<file path="config.mk">
export PLATFORM = sky130hd
export DESIGN_NAME = cdb_arbiter
export DESIGN_NICKNAME = d
export VERILOG_FILES = /design/src/rtl/cdb_arbiter_pkg.sv /design/src/rtl/cdb_src_fifo.sv /design/src/rtl/cdb_arbiter.sv
export SDC_FILE = /design/constraint.sdc
export NUM_CORES = 1
export LEC_CHECK = 0
export ABC_AREA = 1
export CELL_PAD_IN_SITES_DETAIL_PLACEMENT = 1
export CELL_PAD_IN_SITES_GLOBAL_PLACEMENT = 1
export CORE_AREA = 3 3 148 185
export DETAILED_ROUTE_END_ITERATION = 8
export DIE_AREA = 0 0 151 188
export PLACE_DENSITY = 0.91
export SLEW_MARGIN = 5
export SYNTH_ARGS = -nofsm -noshare
export SYNTH_HDL_FRONTEND = slang
export SYNTH_SLANG_ARGS = --single-unit
</file>
<file path="constraint.sdc">
create_clock -name clk -period 3.62 [get_ports clk]
set_input_delay 0.362 -clock clk [delete_from_list [all_inputs] [get_ports clk]]
set_output_delay 0.362 -clock clk [all_outputs]
set_load 0.05 [all_outputs]
</file>
<file path="src/rtl/cdb_arbiter_pkg.sv">
// Shared constants, payload type and helpers for the common data bus arbiter.
// Source index constants: CDB_ALU, CDB_LD, CDB_BR.
package cdb_arbiter_pkg;

    localparam int unsigned N_SRC  = 3;   // producers: ALU, LSB load, branch
    localparam int unsigned DEPTH  = 2;   // entries per source FIFO (power of 2, >= 2)
    localparam int unsigned ROB_W  = 4;   // ROB name width
    localparam int unsigned DATA_W = 32;  // result width

    localparam int unsigned SRC_W  = $clog2(N_SRC);
    localparam int unsigned SUM_W  = SRC_W + 1;
    localparam int unsigned PTR_W  = $clog2(DEPTH);
    localparam int unsigned CNT_W  = PTR_W + 1;

    localparam int unsigned CDB_ALU = 0;
    localparam int unsigned CDB_LD  = 1;
    localparam int unsigned CDB_BR  = 2;

    // One broadcast payload: ROB name plus result.
    typedef struct packed {
        logic [ROB_W-1:0]  rob;
        logic [DATA_W-1:0] data;
    } cdb_entry_t;

    // Next source index, wrapping modulo N_SRC.
    function automatic logic [SRC_W-1:0] src_inc(input logic [SRC_W-1:0] s);
        if (s == SRC_W'(N_SRC - 1)) return '0;
        return s + SRC_W'(1);
    endfunction

endpackage

</file>
<file path="src/rtl/cdb_src_fifo.sv">
// Per-producer FIFO of DEPTH cdb_entry_t entries.
// Ports: clk, rst (sync, active-high), flush (clears contents), push/din (write at tail),
//        pop (drop head), count_c/empty_c/full_c/head_c (combinational views of state).
// The caller guarantees push only when not full and pop only when not empty.
module cdb_src_fifo
    import cdb_arbiter_pkg::*;
(
    input  logic             clk,
    input  logic             rst,
    input  logic             flush,
    input  logic             push,
    input  cdb_entry_t       din,
    input  logic             pop,
    output logic [CNT_W-1:0] count_c,
    output logic             empty_c,
    output logic             full_c,
    output cdb_entry_t       head_c
);

    cdb_entry_t       mem [DEPTH];
    logic [PTR_W:0]   wr_q;   // index plus wrap bit
    logic [PTR_W:0]   rd_q;

    // Pointer state; flush empties the FIFO just like reset.
    always_ff @(posedge clk) begin
        if (rst || flush) begin
            wr_q <= '0;
            rd_q <= '0;
        end else begin
            if (push) wr_q <= wr_q + (PTR_W+1)'(1);
            if (pop)  rd_q <= rd_q + (PTR_W+1)'(1);
        end
    end

    // Storage needs no reset: contents are only visible between rd and wr.
    always_ff @(posedge clk) begin
        if (push) mem[wr_q[PTR_W-1:0]] <= din;
    end

    assign count_c = CNT_W'(wr_q - rd_q);
    assign empty_c = (wr_q == rd_q);
    assign full_c  = (wr_q[PTR_W] != rd_q[PTR_W]) &&
                     (wr_q[PTR_W-1:0] == rd_q[PTR_W-1:0]);
    assign head_c  = mem[rd_q[PTR_W-1:0]];

endmodule

</file>
<file path="src/rtl/cdb_arbiter.sv">
// Common data bus arbiter: N_SRC producers push {rob, data} into private FIFOs,
// one result per cycle is granted round-robin and broadcast on registered cdb_* outputs.
// Ports: clk, rst (sync, active-high), rdy (global enable, low freezes everything),
//        flush (discard all pending results), src_valid/src_ready/src_rob/src_data (producer side),
//        cdb_sgn/cdb_rob/cdb_data/cdb_src (registered broadcast).
// Build option: CDB_LOAD_PRIO_EN gives the LSB load source absolute priority; the
// remaining sources share round-robin and rr only advances on non-load grants.
module cdb_arbiter
    import cdb_arbiter_pkg::*;
(
    input  logic                      clk,
    input  logic                      rst,
    input  logic                      rdy,
    input  logic                      flush,
    input  logic [N_SRC-1:0]          src_valid,
    output logic [N_SRC-1:0]          src_ready,
    input  logic [N_SRC*ROB_W-1:0]    src_rob,
    input  logic [N_SRC*DATA_W-1:0]   src_data,
    output logic                      cdb_sgn,
    output logic [ROB_W-1:0]          cdb_rob,
    output logic [DATA_W-1:0]         cdb_data,
    output logic [SRC_W-1:0]          cdb_src
);

    cdb_entry_t       din_c   [N_SRC];
    cdb_entry_t       head_c  [N_SRC];
    logic [CNT_W-1:0] count_c [N_SRC];
    logic [N_SRC-1:0] empty_c;
    logic [N_SRC-1:0] full_c;
    logic [N_SRC-1:0] push_c;
    logic [N_SRC-1:0] pop_c;

    logic             grant_vld_c;
    logic [SRC_W-1:0] grant_idx_c;
    cdb_entry_t       grant_head_c;
    logic [SRC_W-1:0] rr_q;

    // Per-source FIFOs; ready depends only on registered occupancy, never on src_valid.
    for (genvar g = 0; g < N_SRC; g++) begin : g_src
        assign src_ready[g] = rdy && !flush && (count_c[g] != CNT_W'(DEPTH));
        assign push_c[g]    = src_valid[g] && src_ready[g];
        assign pop_c[g]     = grant_vld_c && (grant_idx_c == SRC_W'(g)) && rdy && !flush;
        assign din_c[g]     = '{rob: src_rob[g*ROB_W +: ROB_W], data: src_data[g*DATA_W +: DATA_W]};

        cdb_src_fifo u_fifo (
            .clk     (clk),
            .rst     (rst),
            .flush   (flush),
            .push    (push_c[g]),
            .din     (din_c[g]),
            .pop     (pop_c[g]),
            .count_c (count_c[g]),
            .empty_c (empty_c[g]),
            .full_c  (full_c[g]),
            .head_c  (head_c[g])
        );
    end

    // Pick the first non-empty FIFO scanning rr, rr+1, ... modulo N_SRC.
    always_comb begin
        logic [SUM_W-1:0] sum;
        logic [SRC_W-1:0] idx;
        logic             skip;
        grant_vld_c = 1'b0;
        grant_idx_c = '0;
        sum         = '0;
        idx         = '0;
        skip        = 1'b0;
        for (int k = 0; k < N_SRC; k++) begin
            sum = {1'b0, rr_q} + SUM_W'(k);
            if (sum >= SUM_W'(N_SRC)) sum = sum - SUM_W'(N_SRC);
            idx = sum[SRC_W-1:0];
`ifdef CDB_LOAD_PRIO_EN
            skip = (idx == SRC_W'(CDB_LD));
`else
            skip = 1'b0;
`endif
            if (!grant_vld_c && !skip && !empty_c[idx]) begin
                grant_vld_c = 1'b1;
                grant_idx_c = idx;
            end
        end
`ifdef CDB_LOAD_PRIO_EN
        // Load results bypass the rotation entirely.
        if (!empty_c[CDB_LD]) begin
            grant_vld_c = 1'b1;
            grant_idx_c = SRC_W'(CDB_LD);
        end
`endif
    end

    assign grant_head_c = head_c[grant_idx_c];

    // Broadcast registers and rr pointer; rst beats flush, flush beats rdy gating.
    always_ff @(posedge clk) begin
        if (rst) begin
            cdb_sgn  <= 1'b0;
            cdb_rob  <= '0;
            cdb_data <= '0;
            cdb_src  <= '0;
            rr_q     <= '0;
        end else if (flush) begin
            cdb_sgn  <= 1'b0;
            rr_q     <= '0;
        end else if (rdy) begin
            if (grant_vld_c) begin
                cdb_sgn  <= 1'b1;
                cdb_rob  <= grant_head_c.rob;
                cdb_data <= grant_head_c.data;
                cdb_src  <= grant_idx_c;
`ifdef CDB_LOAD_PRIO_EN
                if (grant_idx_c != SRC_W'(CDB_LD)) rr_q <= src_inc(grant_idx_c);
`else
                rr_q <= src_inc(grant_idx_c);
`endif
            end else begin
                cdb_sgn <= 1'b0;
            end
        end
    end

endmodule

</file>
==> results of run 1 <==
-- stage by stage --
step	cells	util
after global placement	1493	0.4990
final	1545	0.5346
after CTS	1544	0.5345
after detailed placement	1493	0.4990
after floorplan	1030	-
after global routing	1545	0.5346
-- power by group through the flow --
stage	Clock [mW]	Sequential, mW	Combinational [mW]
6_report	2.87	3.68	2.70
3_3_place_gp	0	3.73	2.51
4_1_cts	2.92	3.68	2.68
3_5_place_dp	0	3.74	2.65
2_1_floorplan	0	4.10	1.42
5_1_grt	3.05	3.69	2.88
-- state kept, by name (all words and copies together), names as in the netlist, named ones only --
name,cells
rr_q,2
cdb_rob,4
g_src.u_fifo.mem,216
cdb_src,2
g_src.u_fifo.wr_q,6
cdb_sgn,1
cdb_data,32
g_src.u_fifo.rd_q,6
-- layout make-up --
class	count	area share
Sequential cell	272	0.5488
Multi-Input combinational cell	672	0.2211
Timing Repair Buffer	174	0.1233
Clock buffer	38	0.05695
Tap cell	340	0.03069
Clock inverter	13	0.009477
Inverter	35	0.009477
Antenna cell	1	0.0001805
-- worst min-delay path by stage --
stage | slack, ns | from | cells past startpoint | end
after global routing | 0.39 | src_data[0] | 1 | g_src[0].u_fifo.mem[0][0]$_DFFE_PP_
after detailed placement | 0.48 | cdb_sgn$_SDFFE_PP0P_ | 2 | cdb_sgn$_SDFFE_PP0P_
after floorplan | 0.46 | g_src[0].u_fifo.wr_q[1]$_SDFFE_PP0P_ | 2 | g_src[0].u_fifo.wr_q[1]$_SDFFE_PP0P_
after global placement | 0.46 | cdb_sgn$_SDFFE_PP0P_ | 2 | cdb_sgn$_SDFFE_PP0P_
after CTS | 0.39 | src_data[3] | 1 | g_src[0].u_fifo.mem[0][3]$_DFFE_PP_
final | 0.40 | src_data[3] | 1 | g_src[0].u_fifo.mem[0][3]$_DFFE_PP_
-- per-layer routing --
| metal | global-route usage | routed length [µm] | vias up |
|---|---|---|---|
| li1 | - | - | 3813 |
| met1 | 0.2549 | 11840 | 4036 |
| met2 | 0.4246 | 17800 | 306 |
| met4 | 0.1504 | 2463 | 0 |
| met3 | 0.03215 | 1654 | 117 |
| met5 | 0 | 0 | - |
-- cells in the final DEF (no fill, tap or decap), drive strengths merged, types with 18 or more instances in the layout --
cell type / instances
dfxtp: 56
nor2: 79
o21ai: 46
nand2: 399
clkdlybuf4s50: 156
buf: 18
clkbuf: 38
a21oi: 29
mux2i: 23
nand4: 38
inv: 35
nand3: 50
edfxtp: 216
-- kinds of logic (layout without fill, tap and decap cells) --
| logic type | Yosys count | count (layout) |
|---|---|---|
| AND/OR/NAND/NOR | 566 | 566 |
| multiplexers | 23 | 23 |
| flip-flops | 272 | 272 |
| XOR/XNOR | 2 | 2 |
| AO/OA/AOI/OAI | 79 | 79 |
| adder cells (fa/ha/maj) | 2 | 2 |
| buffers and inverters | 86 | 260 |
| other | 0 | 1 |
-- critical path: stages (launching register included) --
cell	delay, ns
dfxtp_1	0.36
inv_1	0.06
ha_1	0.36
inv_1	0.19
nand3_1	0.13
nand2_1	0.10
nand2_1	0.05
nand2_1	0.15
nand3_2	0.14
nand2_2	0.11
nand2_4	0.30
nor2_8	0.56
nand2_1	0.25
o21ai_1	0.16
nor2_1	0.07
nor2_1	0.09
==> run summary, run 1 <==
Cell Int Power: 5.963 mW
Final TNS setup: 0 ns
Final ANT Viol Nets: 0
Critical Path RT: 4.10 ns
cell taking the most area after synthesis: edfxtp_1
Finished Cell Area: 13,860 µm²
power share of the clock group: 0.311
fillcell total: 2,796
Sequential Power Share: 0.398
worst rel slew slack: 0.4405
crit path time final: 3.185 ns
reg2reg end: cdb_data[12]$_SDFFE_PP0P_
largest net degree at the start of global routing: 54
Final Slew Violations: 0
routed vias: 8,272
Syn Nets: 1,147
# IOs: 157
CP Data Arrival Time: 3.66 ns
routed len/inst: 21.85 µm
Setup crit start: rr_q[0]$_SDFFE_PP0P_
via/cell ratio: 5.354
register area share after synthesis: 0.6905
CP Max Fanout: 45
Worst setup SP type: flop
gr usage total: 0.2357
Peak Freq: 0.3140 GHz
worst skew pair latency: 0.54 ns
final hold vios: 0
die width: 151 µm
share of cells above drive strength 1: 0.07558
P&R area growth vs syn: 25.83%
vias in the first global route: 9,117
period utilisation layout: 0.8799
outcome: finished, final reports clean
post-synthesis simple-gate area fraction: 0.2123
Worst Setup EP: cdb_data[12]$_SDFFE_PP0P_
post-DP HPWL: 23,490 µm
# setup viols final: 0
Hold Path Class: input port to flop
Worst Setup End Kind: flop
routability cong.: 0.8756
share of the synthesized area in the top cell type: 0.5888
leakage: 5.231 nW
Compound-Gate Fraction of Synth Area: 0.03714
setup ws final: 0.4349 ns
CTS H-tree lvls: 1
Worst Max-Slew Pin Slew: 0.8383 ns
post_cts resized: 0
CTS buffer count: 28
clk sink count: 272
Post-Syn Instances: 1,030
adder-cell share of the synthesized area: 0.002271
Design Power: 9.252 mW
Post-CTS Setup Repair Bufs: 0
pre-CTS setup slack: 0.4995 ns
row count: 66
Reg area: 7607 µm²
ys async rst share: 0
sw frac: 0.3555
drt first pass iters: 5
P_sw: 3.289 mW
CTS tree: done
Die Area: 28,390 µm²
GR Overflow Total: 0
Buffers on Ports: 156
critical path type: flop to flop
Worst R2R Setup Slack: 0.43 ns
Post-synth top cells: nand2_1 (391), edfxtp_1 (216), nor2_1 (78)
root buf cell: clkbuf_16
placed cell areas: 12,940 µm²
Core ar.: 25,930 µm²
dominant cell by count in the synthesized netlist: nand2_1
Clock Skew: 0.01062 ns
Worst IR Drop VDD: 0.5193 mV
DRC: 0
register bit count reported by yosys: 272
mux share of post-synthesis cell area: 0.02090
Final Routed Wirelength: 33,760 µm
multi-input logic area: 3065 µm²
initial core utilization: 0.4249
Most used DFF post-synth: edfxtp_1
hold slack: 0.4001 ns
EDFF count, synth: 216
initial antenna violation count: 1
CTS hold repair buffers: 0
synth top area cells: edfxtp_1 (59%), nand2_1 (13%), dfxtp_1 (10%)
Synth Area in XOR/XNOR: 0.001590
NumNets Final: 1,300
PD cells: 667.4 nW/µm²
Synth cell types: 29
largest family of logic cells by synthesized area: simple AND/OR/NAND/NOR gates
Reg clk slew, reported paths: 0.06 ns
r2r startpoint: rr_q[0]$_SDFFE_PP0P_
DRC marker count from the first detailed-route iteration: 630
Cell Area, Synth: 11,020 µm²
max-cap violation count: 0
RSZ-0062 raised after global routing: no
Synth Warn #: 0
Die H: 188 µm
reg2reg path depth: 15
Clock Path Buffers: 3
syn_area_per_cell: 10.70 µm²
power share of the combinational group: 0.291
first-pass GRT wire length: 50,580 µm
(Power assumes the default switching activity.)
==> inputs of run 2 (changes only) <==
--- a/config.mk
+++ b/config.mk
@@ -11,7 +11,9 @@
 export CORE_AREA = 3 3 148 185
 export DETAILED_ROUTE_END_ITERATION = 8
 export DIE_AREA = 0 0 151 188
+export GPL_TIMING_DRIVEN = 0
 export PLACE_DENSITY = 0.91
+export REMOVE_ABC_BUFFERS = 1
 export SLEW_MARGIN = 5
 export SYNTH_ARGS = -nofsm -noshare
 export SYNTH_HDL_FRONTEND = slang
==> run 2 against run 1 <==
Effect of this change:
- global-route usage shrank 1.0 points
- routed wire length shrank 4.7%
- via count decreased by 1.1%
- combinational power up 4%
- die area stayed put
- core utilization increased by 0.19 points
- register-to-register slack got worse by 0.05 ns
- flip-flop and latch count unchanged
- fmax is 1.5% lower
- critical path type unchanged
==> run summary, run 2 (same netlist as run 1, synthesis figures left out) <==
via/cell ratio: 5.331
most used cell along the critical path: nand2_1
Cells after DPL: 1,485
Largest register FFs: 216
Buffers on Ports: 156
Post-CTS Setup Repair Bufs: 0
post-DP HPWL: 21,230 µm
crit path time final: 3.234 ns
slowest cell delay on critical path: 0.39 ns
Die Area: 28,390 µm²
Worst Setup End Kind: flop
CTS hold repair buffers: 0
clk sink count: 272
routability cong.: 0.7674
Clock Skew: 0.01773 ns
Clock Path Buffers: 3
max-cap violation count: 0
Core ar.: 25,930 µm²
Hold Path Class: input port to flop
row count: 66
fillcell total: 2,783
Worst setup SP type: flop
Worst IR Drop VDD: 0.4495 mV
largest net degree at the start of global routing: 61
final hold vios: 0
vias in the first global route: 8,981
CTS buffer count: 26
post_cts resized: 1
critical path type: flop to flop
initial core utilization: 0.4249
Worst path slowest cell: nand2_4
Cell Count, Final, Fillers Out: 1,534
Finished Cell Area: 13,910 µm²
Buf/Inv on CP: 4
Reg clk slew, reported paths: 0.07 ns
Peak Freq: 0.3092 GHz
DRC marker count from the first detailed-route iteration: 494
CP Data Arrival Time: 3.62 ns
Design Power: 9.203 mW
RSZ-0062 raised after global routing: no
worst skew pair latency: 0.53 ns
hold slack: 0.3500 ns
P&R area growth vs syn: 26.27%
# IOs: 157
share of cells above drive strength 1: 0.07293
routed vias: 8,178
# setup viols final: 0
outcome: finished, final reports clean
DRC: 0
NumNets Final: 1,290
CP Max Fanout: 60
initial antenna violation count: 1
commonest cells after routing, fill and taps aside: nand2_1 (390), edfxtp_1 (216), clkdlybuf4s50_1 (155)
Final Slew Violations: 0
Worst Max-Slew Pin Slew: 1.025 ns
routed len/inst: 20.98 µm
worst-path cell chain: inv_1, ha_1, inv_1, nand3_1, nand2_1, nand2_1, nand2_1, nand3_1, nand2_4, inv_4, buf_16, nand4_1, nand2_1, nor2_1, nor2_1
PD cells: 661.6 nW/µm²
Final ANT Viol Nets: 0
Final Routed Wirelength: 32,180 µm
worst rel slew slack: 0.3157
crit-path leading delay family: simple AND/OR/NAND/NOR gates
placed cell areas: 13,040 µm²
root buf cell: clkbuf_16
period utilisation layout: 0.8935
die width: 151 µm
gr usage total: 0.2254
Critical Path RT: 4.01 ns
Die H: 188 µm
leakage: 5.204 nW
CTS H-tree lvls: 1
CTS tree: done
Final TNS setup: 0 ns
drt first pass iters: 5
first-pass GRT wire length: 49,180 µm
most common cell after layout, fill and taps aside: nand2_1
GR Overflow Total: 0
run 2: worst paths after layout:
| check | from | to | slack [ns] | depth (start not counted) |
|---|---|---|---|---|
| max | rr_q[0]$_SDFFE_PP0P_ | cdb_data[14]$_SDFFE_PP0P_ | 0.39 | 15 |
| min | rst | cdb_data[15]$_SDFFE_PP0P_ | 0.35 | 2 |
| max reg2reg | rr_q[0]$_SDFFE_PP0P_ | cdb_data[14]$_SDFFE_PP0P_ | 0.39 | 15 |
| min reg2reg | cdb_src[1]$_SDFFE_PP0P_ | cdb_src[1]$_SDFFE_PP0P_ | 0.50 | 2 |
run 2: routing by layer:
layer	up-vias	global-route usage	wire (µm)	part of all wire
met5	-	0	0	0
met4	0	0.06978	790	0.025
met3	50	0.02876	1583	0.049
met2	249	0.4246	17580	0.55
met1	4098	0.2618	12230	0.38
li1	3781	-	-	-
run 2: final cells by class:
cell class	instances	area, µm²	area share
Clock buffer	33	718.2	0.05163
Tap cell	340	425.4	0.03058
Clock inverter	15	133.9	0.009624
Multi-Input combinational cell	672	3092	0.2223
Inverter	35	133.9	0.009624
Timing Repair Buffer	166	1794	0.1290
Antenna cell	1	2.502	0.0001799
Sequential cell	272	7611	0.5471
run 2: through the flow:
stage / util / worst slack [ns]
2_1_floorplan: - / -0.2399
3_3_place_gp: 0.4916 / -1.534
3_5_place_dp: 0.5029 / -0.1718
4_1_cts: 0.5359 / 0.02755
5_1_grt: 0.5365 / 0.1213
6_report: 0.5365 / 0.3856
run 2: report_power, final:
| group | internal, mW | leakage, nW | total, mW | switching, mW |
|---|---|---|---|---|
| clock network | 1.55 | 0.407 | 2.72 | 1.17 |
| registers | 3.55 | 2.42 | 3.67 | 0.124 |
| logic | 0.775 | 2.38 | 2.81 | 2.04 |
| total | 5.87 | 5.20 | 9.20 | 3.33 |
